==> config.mk <==
export PLATFORM = sky130hd
export DESIGN_NAME = gpio_access_master_flat
export DESIGN_NICKNAME = d
export VERILOG_FILES = /design/src/rtl/gpio_access_master_if.sv /design/src/rtl/gpio_access_master.sv /design/src/flat_wrapper.sv
export SDC_FILE = /design/constraint.sdc
export NUM_CORES = 1
export LEC_CHECK = 0
export CAP_MARGIN = 20
export CORE_ASPECT_RATIO = 0.7
export CORE_MARGIN = 4
export CORE_UTILIZATION = 45
export CTS_CLUSTER_DIAMETER = 120
export DETAILED_ROUTE_END_ITERATION = 8
export PLACE_DENSITY = 0.87
export SYNTH_ARGS = -nofsm -noshare
export SYNTH_HDL_FRONTEND = slang
export SYNTH_SLANG_ARGS = --single-unit
==> constraint.sdc <==
create_clock -name clk -period 5.6 [get_ports clk]
set_input_delay 1.12 -clock clk [delete_from_list [all_inputs] [get_ports clk]]
set_output_delay 1.12 -clock clk [all_outputs]
set_load 0.1 [all_outputs]
==> src/rtl/gpio_access_master_if.sv <==
// Bundle of the signals between gpio_access_master, its command/response client and the GPIO responder.
// The master modport is the gpio_access_master view; the slave modport is the view of everything around it.
interface gpio_access_master_if #(
    parameter int PIN_AMOUNT           = 8,
    parameter int ADDR_INTERFACE_WIDTH = 64
);
    logic                            cmd_valid;
    logic                            cmd_ready;
    logic [2:0]                      cmd_op;
    logic [ADDR_INTERFACE_WIDTH-1:0] cmd_port;
    logic [PIN_AMOUNT-1:0]           cmd_data;
    logic [PIN_AMOUNT-1:0]           cmd_mask;

    logic                            rsp_valid;
    logic                            rsp_ready;
    logic [PIN_AMOUNT-1:0]           rsp_data;
    logic                            rsp_err;
    logic                            rsp_timeout;

    logic [ADDR_INTERFACE_WIDTH-1:0] raddr_PORT;
    logic [ADDR_INTERFACE_WIDTH-1:0] waddr_PORT;
    logic                            rd_req;
    logic                            wr_req;
    logic [PIN_AMOUNT-1:0]           wdata_PORT;
    logic [PIN_AMOUNT-1:0]           rdata_PORT;
    logic                            rd_available;
    logic                            wr_available;

    modport master (
        input  cmd_valid, cmd_op, cmd_port, cmd_data, cmd_mask, rsp_ready,
               rdata_PORT, rd_available, wr_available,
        output cmd_ready, rsp_valid, rsp_data, rsp_err, rsp_timeout,
               raddr_PORT, waddr_PORT, rd_req, wr_req, wdata_PORT
    );

    modport slave (
        output cmd_valid, cmd_op, cmd_port, cmd_data, cmd_mask, rsp_ready,
               rdata_PORT, rd_available, wr_available,
        input  cmd_ready, rsp_valid, rsp_data, rsp_err, rsp_timeout,
               raddr_PORT, waddr_PORT, rd_req, wr_req, wdata_PORT
    );
endinterface

==> src/rtl/gpio_access_master.sv <==
// GPIO port access initiator: runs one read, write or read-modify-write per command and returns one response.
// Define GPIO_WAIT_OP_EN to enable the WAIT (poll until masked match) op; otherwise op 6 is rejected as reserved.
module gpio_access_master #(
    parameter int PORT_AMOUNT          = 2,
    parameter int PIN_AMOUNT           = 8,
    parameter int ADDR_INTERFACE_WIDTH = 64,
    parameter int WAIT_TIMEOUT         = 1024
) (
    input logic                clk,
    input logic                rst_n,
    gpio_access_master_if.master bus
);

    typedef enum logic [2:0] {
        OP_READ   = 3'd0,
        OP_WRITE  = 3'd1,
        OP_SET    = 3'd2,
        OP_CLEAR  = 3'd3,
        OP_TOGGLE = 3'd4,
        OP_MWRITE = 3'd5,
        OP_WAIT   = 3'd6,
        OP_RSVD   = 3'd7
    } op_t;

    typedef enum logic [2:0] {
        IDLE,
        RD,
        WR,
        RSP
`ifdef GPIO_WAIT_OP_EN
        , POLL
`endif
    } state_t;

    state_t                          state;
    op_t                             op_q;
    logic [ADDR_INTERFACE_WIDTH-1:0] addr_q;
    logic [PIN_AMOUNT-1:0]           data_q;
    logic [PIN_AMOUNT-1:0]           mask_q;
    logic [PIN_AMOUNT-1:0]           wdata_q;
    logic [PIN_AMOUNT-1:0]           rsp_data_q;
    logic                            rd_req_q;
    logic                            wr_req_q;
    logic                            rsp_valid_q;
    logic                            rsp_err_q;
    logic [PIN_AMOUNT-1:0]           rmw_value;

`ifdef GPIO_WAIT_OP_EN
    localparam int CNT_W = $clog2(WAIT_TIMEOUT + 1);
    logic [CNT_W-1:0] poll_cnt;
    logic             rsp_timeout_q;
    assign bus.rsp_timeout = rsp_timeout_q;
`else
    assign bus.rsp_timeout = 1'b0;
`endif

    // NOTE: reset is synchronous, so the registered strobes would still be high in the cycle rst_n
    // drops; gating them with rst_n keeps a write in flight from committing at the reset edge.
    assign bus.cmd_ready  = rst_n && (state == IDLE);
    assign bus.rd_req     = rst_n && rd_req_q;
    assign bus.wr_req     = rst_n && wr_req_q;
    assign bus.rsp_valid  = rst_n && rsp_valid_q;
    assign bus.rsp_data   = rsp_data_q;
    assign bus.rsp_err    = rsp_err_q;
    assign bus.raddr_PORT = addr_q;
    assign bus.waddr_PORT = addr_q;
    assign bus.wdata_PORT = wdata_q;

    // Input-configured pins read back as pin levels and are written back as such on RMW.
    always_comb begin
        rmw_value = bus.rdata_PORT;
        case (op_q)
            OP_SET:    rmw_value = bus.rdata_PORT | data_q;
            OP_CLEAR:  rmw_value = bus.rdata_PORT & ~data_q;
            OP_TOGGLE: rmw_value = bus.rdata_PORT ^ data_q;
            OP_MWRITE: rmw_value = (bus.rdata_PORT & ~mask_q) | (data_q & mask_q);
            default:   rmw_value = bus.rdata_PORT;
        endcase
    end

    always_ff @(posedge clk) begin
        if (!rst_n) begin
            state       <= IDLE;
            op_q        <= OP_READ;
            addr_q      <= '0;
            data_q      <= '0;
            mask_q      <= '0;
            wdata_q     <= '0;
            rsp_data_q  <= '0;
            rd_req_q    <= 1'b0;
            wr_req_q    <= 1'b0;
            rsp_valid_q <= 1'b0;
            rsp_err_q   <= 1'b0;
`ifdef GPIO_WAIT_OP_EN
            poll_cnt      <= '0;
            rsp_timeout_q <= 1'b0;
`endif
        end else begin
            case (state)
                IDLE: if (bus.cmd_valid) begin
                    op_q   <= op_t'(bus.cmd_op);
                    addr_q <= bus.cmd_port;
                    data_q <= bus.cmd_data;
                    mask_q <= bus.cmd_mask;
`ifdef GPIO_WAIT_OP_EN
                    rsp_timeout_q <= 1'b0;
`endif
                    case (op_t'(bus.cmd_op))
                        OP_READ, OP_SET, OP_CLEAR, OP_TOGGLE, OP_MWRITE: begin
                            state    <= RD;
                            rd_req_q <= 1'b1;
                        end
                        OP_WRITE: begin
                            state    <= WR;
                            wr_req_q <= 1'b1;
                            wdata_q  <= bus.cmd_data;
                        end
`ifdef GPIO_WAIT_OP_EN
                        OP_WAIT: begin
                            state    <= POLL;
                            rd_req_q <= 1'b1;
                            poll_cnt <= CNT_W'(WAIT_TIMEOUT);
                        end
`endif
                        default: begin
                            state       <= RSP;
                            rsp_valid_q <= 1'b1;
                            rsp_err_q   <= 1'b1;
                            rsp_data_q  <= '0;
                        end
                    endcase
                end

                RD: begin
                    rd_req_q <= 1'b0;
                    if (!bus.rd_available || op_q == OP_READ) begin
                        state       <= RSP;
                        rsp_valid_q <= 1'b1;
                        rsp_err_q   <= !bus.rd_available;
                        rsp_data_q  <= bus.rd_available ? bus.rdata_PORT : '0;
                    end else begin
                        state    <= WR;
                        wr_req_q <= 1'b1;
                        wdata_q  <= rmw_value;
                    end
                end

                WR: begin
                    wr_req_q    <= 1'b0;
                    state       <= RSP;
                    rsp_valid_q <= 1'b1;
                    rsp_err_q   <= !bus.wr_available;
                    rsp_data_q  <= wdata_q;
                end

                RSP: if (bus.rsp_ready) begin
                    rsp_valid_q <= 1'b0;
                    state       <= IDLE;
                end

`ifdef GPIO_WAIT_OP_EN
                POLL: begin
                    if (!bus.rd_available) begin
                        rd_req_q    <= 1'b0;
                        state       <= RSP;
                        rsp_valid_q <= 1'b1;
                        rsp_err_q   <= 1'b1;
                        rsp_data_q  <= '0;
                    end else if (((bus.rdata_PORT & mask_q) == (data_q & mask_q)) ||
                                 (poll_cnt <= CNT_W'(1))) begin
                        // Either a match, or this was the last allowed read.
                        rd_req_q      <= 1'b0;
                        state         <= RSP;
                        rsp_valid_q   <= 1'b1;
                        rsp_data_q    <= bus.rdata_PORT;
                        rsp_err_q     <= (bus.rdata_PORT & mask_q) != (data_q & mask_q);
                        rsp_timeout_q <= (bus.rdata_PORT & mask_q) != (data_q & mask_q);
                    end else begin
                        poll_cnt <= poll_cnt - CNT_W'(1);
                    end
                end
`endif

                default: state <= IDLE;
            endcase
        end
    end

endmodule

==> src/flat_wrapper.sv <==
// flat-port wrapper written by rule: the top's interface ports become plain ports
module gpio_access_master_flat 
#(
    parameter int PORT_AMOUNT          = 2,
    parameter int PIN_AMOUNT           = 8,
    parameter int ADDR_INTERFACE_WIDTH = 64,
    parameter int WAIT_TIMEOUT         = 1024
)
  (clk, rst_n, bus_cmd_valid, bus_cmd_op, bus_cmd_port, bus_cmd_data, bus_cmd_mask, bus_rsp_ready, bus_rdata_PORT, bus_rd_available, bus_wr_available, bus_cmd_ready, bus_rsp_valid, bus_rsp_data, bus_rsp_err, bus_rsp_timeout, bus_raddr_PORT, bus_waddr_PORT, bus_rd_req, bus_wr_req, bus_wdata_PORT);
  gpio_access_master_if #(.PIN_AMOUNT(PIN_AMOUNT), .ADDR_INTERFACE_WIDTH(ADDR_INTERFACE_WIDTH)) bus_i ();
  input logic clk;
  input logic rst_n;
  input wire logic [$bits(bus_i.cmd_valid)-1:0] bus_cmd_valid;
  input wire logic [$bits(bus_i.cmd_op)-1:0] bus_cmd_op;
  input wire logic [$bits(bus_i.cmd_port)-1:0] bus_cmd_port;
  input wire logic [$bits(bus_i.cmd_data)-1:0] bus_cmd_data;
  input wire logic [$bits(bus_i.cmd_mask)-1:0] bus_cmd_mask;
  input wire logic [$bits(bus_i.rsp_ready)-1:0] bus_rsp_ready;
  input wire logic [$bits(bus_i.rdata_PORT)-1:0] bus_rdata_PORT;
  input wire logic [$bits(bus_i.rd_available)-1:0] bus_rd_available;
  input wire logic [$bits(bus_i.wr_available)-1:0] bus_wr_available;
  output wire logic [$bits(bus_i.cmd_ready)-1:0] bus_cmd_ready;
  output wire logic [$bits(bus_i.rsp_valid)-1:0] bus_rsp_valid;
  output wire logic [$bits(bus_i.rsp_data)-1:0] bus_rsp_data;
  output wire logic [$bits(bus_i.rsp_err)-1:0] bus_rsp_err;
  output wire logic [$bits(bus_i.rsp_timeout)-1:0] bus_rsp_timeout;
  output wire logic [$bits(bus_i.raddr_PORT)-1:0] bus_raddr_PORT;
  output wire logic [$bits(bus_i.waddr_PORT)-1:0] bus_waddr_PORT;
  output wire logic [$bits(bus_i.rd_req)-1:0] bus_rd_req;
  output wire logic [$bits(bus_i.wr_req)-1:0] bus_wr_req;
  output wire logic [$bits(bus_i.wdata_PORT)-1:0] bus_wdata_PORT;
  assign bus_i.cmd_valid = bus_cmd_valid;
  assign bus_i.cmd_op = bus_cmd_op;
  assign bus_i.cmd_port = bus_cmd_port;
  assign bus_i.cmd_data = bus_cmd_data;
  assign bus_i.cmd_mask = bus_cmd_mask;
  assign bus_i.rsp_ready = bus_rsp_ready;
  assign bus_i.rdata_PORT = bus_rdata_PORT;
  assign bus_i.rd_available = bus_rd_available;
  assign bus_i.wr_available = bus_wr_available;
  assign bus_cmd_ready = bus_i.cmd_ready;
  assign bus_rsp_valid = bus_i.rsp_valid;
  assign bus_rsp_data = bus_i.rsp_data;
  assign bus_rsp_err = bus_i.rsp_err;
  assign bus_rsp_timeout = bus_i.rsp_timeout;
  assign bus_raddr_PORT = bus_i.raddr_PORT;
  assign bus_waddr_PORT = bus_i.waddr_PORT;
  assign bus_rd_req = bus_i.rd_req;
  assign bus_wr_req = bus_i.wr_req;
  assign bus_wdata_PORT = bus_i.wdata_PORT;
  gpio_access_master #(.PORT_AMOUNT(PORT_AMOUNT), .PIN_AMOUNT(PIN_AMOUNT), .ADDR_INTERFACE_WIDTH(ADDR_INTERFACE_WIDTH), .WAIT_TIMEOUT(WAIT_TIMEOUT)) u_core (.clk(clk), .rst_n(rst_n), .bus(bus_i));
endmodule
* Word-level counts from Yosys, hierarchy flattened
Index checks and enable logic that the tools add are counted.
** Word-level totals
- Flip-flop bits (word level) :: 106
- Input bits :: 97
- Output and inout bits :: 150
- Word-level logic and storage cells :: 89
** Cells by class
- Equality and inequality tests :: 19
- Multiplexer cells :: 29
- Bitwise gates (word level) :: 8
- Reductions and logical operators :: 22
** Operator list (number)
- $mux W8 :: 7
- $pmux W8 S4 :: 1
- $and A8 B8 Y8 :: 3
- $pmux W8 S3 :: 1
- $eq A3 B2 Y1 const B :: 6
- $not A8 Y8 :: 2
- $or A8 B8 Y8 :: 2
- $pmux W8 S2 :: 1
- $eq A3 B3 Y1 const B :: 4
- $ne A2 B2 Y1 const B :: 6
- $pmux W3 S4 :: 1
- $reduce_and A4 Y1 :: 3
- $mux W1 :: 11
- $logic_not A3 Y1 :: 3
- $xor A8 B8 Y8 :: 1
- $eq A3 B1 Y1 const B :: 2
- $mux W3 :: 2
- $pmux W1 S3 :: 2
- $reduce_or A6 Y1 :: 1
- $reduce_and A5 Y1 :: 1
- $reduce_or A5 Y1 :: 1
- $logic_and A1 B1 Y1 :: 4
- $pmux W1 S4 :: 1
- $pmux W2 S2 :: 1
- 9 further kinds :: 11

* Logic depth before layout (Yosys ltp)
- Depth in word-level cells :: 6
- Depth in mapped cells :: 9
- Depth with buffers taken out :: 7

* Least setup slack after synthesis
Ideal clock, no wire load.
- Kind :: input to output
- Start point :: input port rst_n
- End point :: output port bus_cmd_ready
- Data arrival time :: 2.380 ns
- Setup slack :: 2.100 ns
- Cell stages on the path :: 3
- Path buffers :: 2
- Cell sequence :: clkbuf_1 > clkbuf_1 > and2_1
** Between the ends
- Cells in the longest elaborated chain, start to end :: 1
** RTL lines
- start: declaration :: line flat_wrapper.sv:12 : input logic rst_n;
- $logic_and A1 B1 Y1 :: line gpio_access_master.sv:59 : assign bus.cmd_ready = rst_n && (state == IDLE);
- end: declaration :: line flat_wrapper.sv:22 : output wire logic [$bits(bus_i.cmd_ready)-1:0] bus_cmd_ready;
No other way between the ends.

* Worst setup path after layout
- Start point :: input port rst_n
- End point :: output port bus_wr_req
** Between the ends
- Cells in the longest elaborated chain, start to end :: 1
** RTL lines
- $logic_and A1 B1 Y1 :: line gpio_access_master.sv:61 : assign bus.wr_req = rst_n && wr_req_q;
- end: declaration :: line flat_wrapper.sv:30 : output wire logic [$bits(bus_i.wr_req)-1:0] bus_wr_req;
No other way between the ends.

==> flow_summary.yaml <==
worst_setup_path:
  cp_max_fo: 18
  max_stage_delay_ns: 0.90
  worstRegToRegCells: 6
  path_class: "in2out"
  critPathLaunchType: "input port"
  rrSetupSlack_ns: 2.82
  startpoint: "rst_n"
  timing.rr.end: "u_core.bus.raddr_PORT[47]"
  cp_slowest_cell: "clkdlybuf4s50_1"
  crit_arrival_ns: 2.54
  end_kind: "primary output"
  crit_chain: "clkdlybuf4s50_1 > and2_1 > buf_4"
  worstReg2RegStart: "u_core.state[0]"
  critPathCapture: "bus_wr_req"
  crit_required_ns: 4.48
floorplanning:
  die_h_um: 98.2
  die_area_sq_um: 13400
  die_w_um: 137
  initial_core_util_pct: 46.8
  ioPinCount: 247
  fp.coreArea_sq_um: 11200
  num_rows: 32
synth:
  yosysUniqueCellTypes: 48
  ys.flop_type: "dfxtp_1"
  ys_ff_latch: 105
  avgSynthCellArea_sq_um: 7.74
  syn_nets: 794
  ys_warn_count: 0
  synthArstFlopShare_pct: 0
  yosysTopAreaCell: "dfxtp_1"
  synth_cells: 676
  ys_seq_area_share_pct: 40.2
  synth_top_cells_by_area: "dfxtp_1 40%, nand2_1 14%, a21oi_1 9.7%"
  yosysTopAreaCellShare_pct: 40.2
  netlist_area_sq_um: 5230
  synth_edf_count: 0
timing:
  fin_setup_tns_ns: 0
  drv_slew: 0
  slew_headroom_pct: 29.9
  holdWs_ns: 0.455
  rsz0062_at_grt: "no"
  fin_skew_ns: 0.00601
  worst_pin_slew_ns: 1.05
  final-setup-viol-count: 0
  timing.fmax_mhz: 273
  fin_crit_ns: 3.66
  fin_crit_sh_pct: 65.4
  hold_viol_final: 0
clock_tree:
  clock-root-buffer: "clkbuf_16"
  numCtsBuffers: 9
  clock_sinks: 105
  htreeDepth: 3
  clkTransAtPathRegs_ns: 0.07
  cts_buffer_depth: 2
  clk_latency_ns: 0.33
  postCtsHoldBufs: 0
  postCtsSetupBuffers: 0
  cts_resized: 0
  cts_tree: "built"
drt:
  post-route-drc-count: 0
  dr.pass1.iters: 4
  via_per_inst: 5.12
  drt_iter0_markers: 342
  vias: 5048
  post_drt_wl_per_cell_um: 16.0
  drt_wl_total_um: 15800
  drtAntennaViolNets: 0
final_layout:
  fill_cells: 920
  final_common_cell: "clkdlybuf4s50_1"
  layout.cells.non_filler: 986
  nets: 947
  diodes: 0
  syn_to_final_growth_pct: 44.0
  fin_util_pct: 67.5
  final_cell_mix: "241 x clkdlybuf4s50_1, 188 x nand2_1, 105 x dfxtp_1"
  drive_above_1_share_pct: 3.84
  post-route-cell-area_sq_um: 7530
placed_design:
  hpwl_um: 11700
  place.gp.congestion: 0.882
  dpl_cell_area_sq_um: 7240
  io_buffers: 245
  dp_cells: 971
pwr:
  power_density_nw_per_um2: 547
  vdd_drop_max_uv: 480
  p_leak_uw: 0.00279
flow_run:
  cap_violations: 0
hold_path:
  min_path_type: "reg2reg"
global_routing:
  track_usage_pct: 22.7
  grt_start_max_net_pins: 54
  grt_pass1_vias: 4814
  antenna_found_initial: 0
  gr-total-overflow: 0
  grt_first_pass_wirelength_um: 24600
outcome:
  outcome: "completed"
state kept, by name, indices dropped and copies added, names as in the netlist:
| name | flops |
|---|---|
| u_core.wr_req_q | 1 |
| u_core.bus.rsp_err | 1 |
| u_core.state | 2 |
| u_core.rd_req_q | 1 |
| u_core.op_q | 3 |
| u_core.mask_q | 8 |
| u_core.bus.wdata_PORT | 8 |
| u_core.bus.rsp_data | 8 |
| u_core.bus.raddr_PORT | 64 |
| u_core.rsp_valid_q | 1 |
| u_core.data_q | 8 |
cell families (layout without fill, tap and decap cells):
| kind of cell | count (synthesis) | count (layout) | synth area share, % |
|---|---|---|---|
| AO/OA/AOI/OAI | 180 | 180 | 21.2 |
| XOR/XNOR | 1 | 1 | 0.167 |
| adder cells (fa/ha/maj) | 21 | 21 | 5.02 |
| buffers and inverters | 132 | 289 | 14.4 |
| flip-flops | 105 | 105 | 40.2 |
| multiplexers | 5 | 5 | 1.00 |
| other | 1 | 1 | 0.0717 |
| AND/OR/NAND/NOR | 231 | 231 | 17.9 |
worst min-delay path by stage:
stage                                 startpoint                endpoint  slack [ns]  cells past startpoint
after floorplan                 u_core.mask_q[0]        u_core.mask_q[0]        0.44                      2
after global placement    u_core.bus.rsp_data[5]  u_core.bus.rsp_data[5]        0.44                      2
after detailed placement  u_core.bus.rsp_data[4]  u_core.bus.rsp_data[4]        0.45                      2
after CTS                 u_core.bus.rsp_data[7]  u_core.bus.rsp_data[7]        0.46                      2
after global routing      u_core.bus.rsp_data[7]  u_core.bus.rsp_data[7]        0.49                      2
final                     u_core.bus.rsp_data[7]  u_core.bus.rsp_data[7]        0.45                      2
cell type report:
type,count,area (sq um),share of cell area (%)
Clock buffer,11,243,3.22
Clock inverter,4,53.8,0.714
Inverter,25,93.8,1.25
Multi-Input combinational cell,439,2380,31.6
Sequential cell,105,2100,27.9
Tap cell,153,191,2.54
Timing Repair Buffer,249,2470,32.8
power breakdown:
group	switching (uW)	internal [uW]	leakage (uW)
Clock	270	358	0.000138
Sequential	132	891	0.000861
Combinational	1900	574	0.00179
Total	2300	1820	0.00279
worst max-delay path, delay by kind of cell:
| kind | cells | cell delay, ns |
|---|---|---|
| buf+inv | 2 | 1.19 |
| simple gates | 1 | 0.22 |
cell usage after synthesis (all sizes together), types with 2 or more instances:
cell type,number
a211oi,6
a21boi,14
a21o,7
a21oi,101
a22o,8
a311oi,2
a32oi,2
and2,7
buf,77
clkbuf,30
dfxtp,105
ha,21
inv,24
mux2,2
mux2i,3
nand2,189
nand2b,2
nand3,11
nor2,10
nor2b,6
nor3,2
o211ai,3
o21ai,22
o221a,3
o22ai,4
metrics by stage:
step | setup slack (ns) | total power, uW
floorplan | 2.10 | 3000
global placement | 1.93 | 3470
detailed placement | 1.93 | 3500
CTS | 1.94 | 4130
global route | 1.85 | 4300
finish | 1.94 | 4120
layer usage:
metal	vias to the layer above	global-route usage, %	wire length, um
met1	2329	29.8	6840
li1	2478	-	-
met4	0	4.06	134
met5	-	0	0
met3	13	7.88	1560
met2	228	36.6	7270
Power figures use the tool's default switching activity.
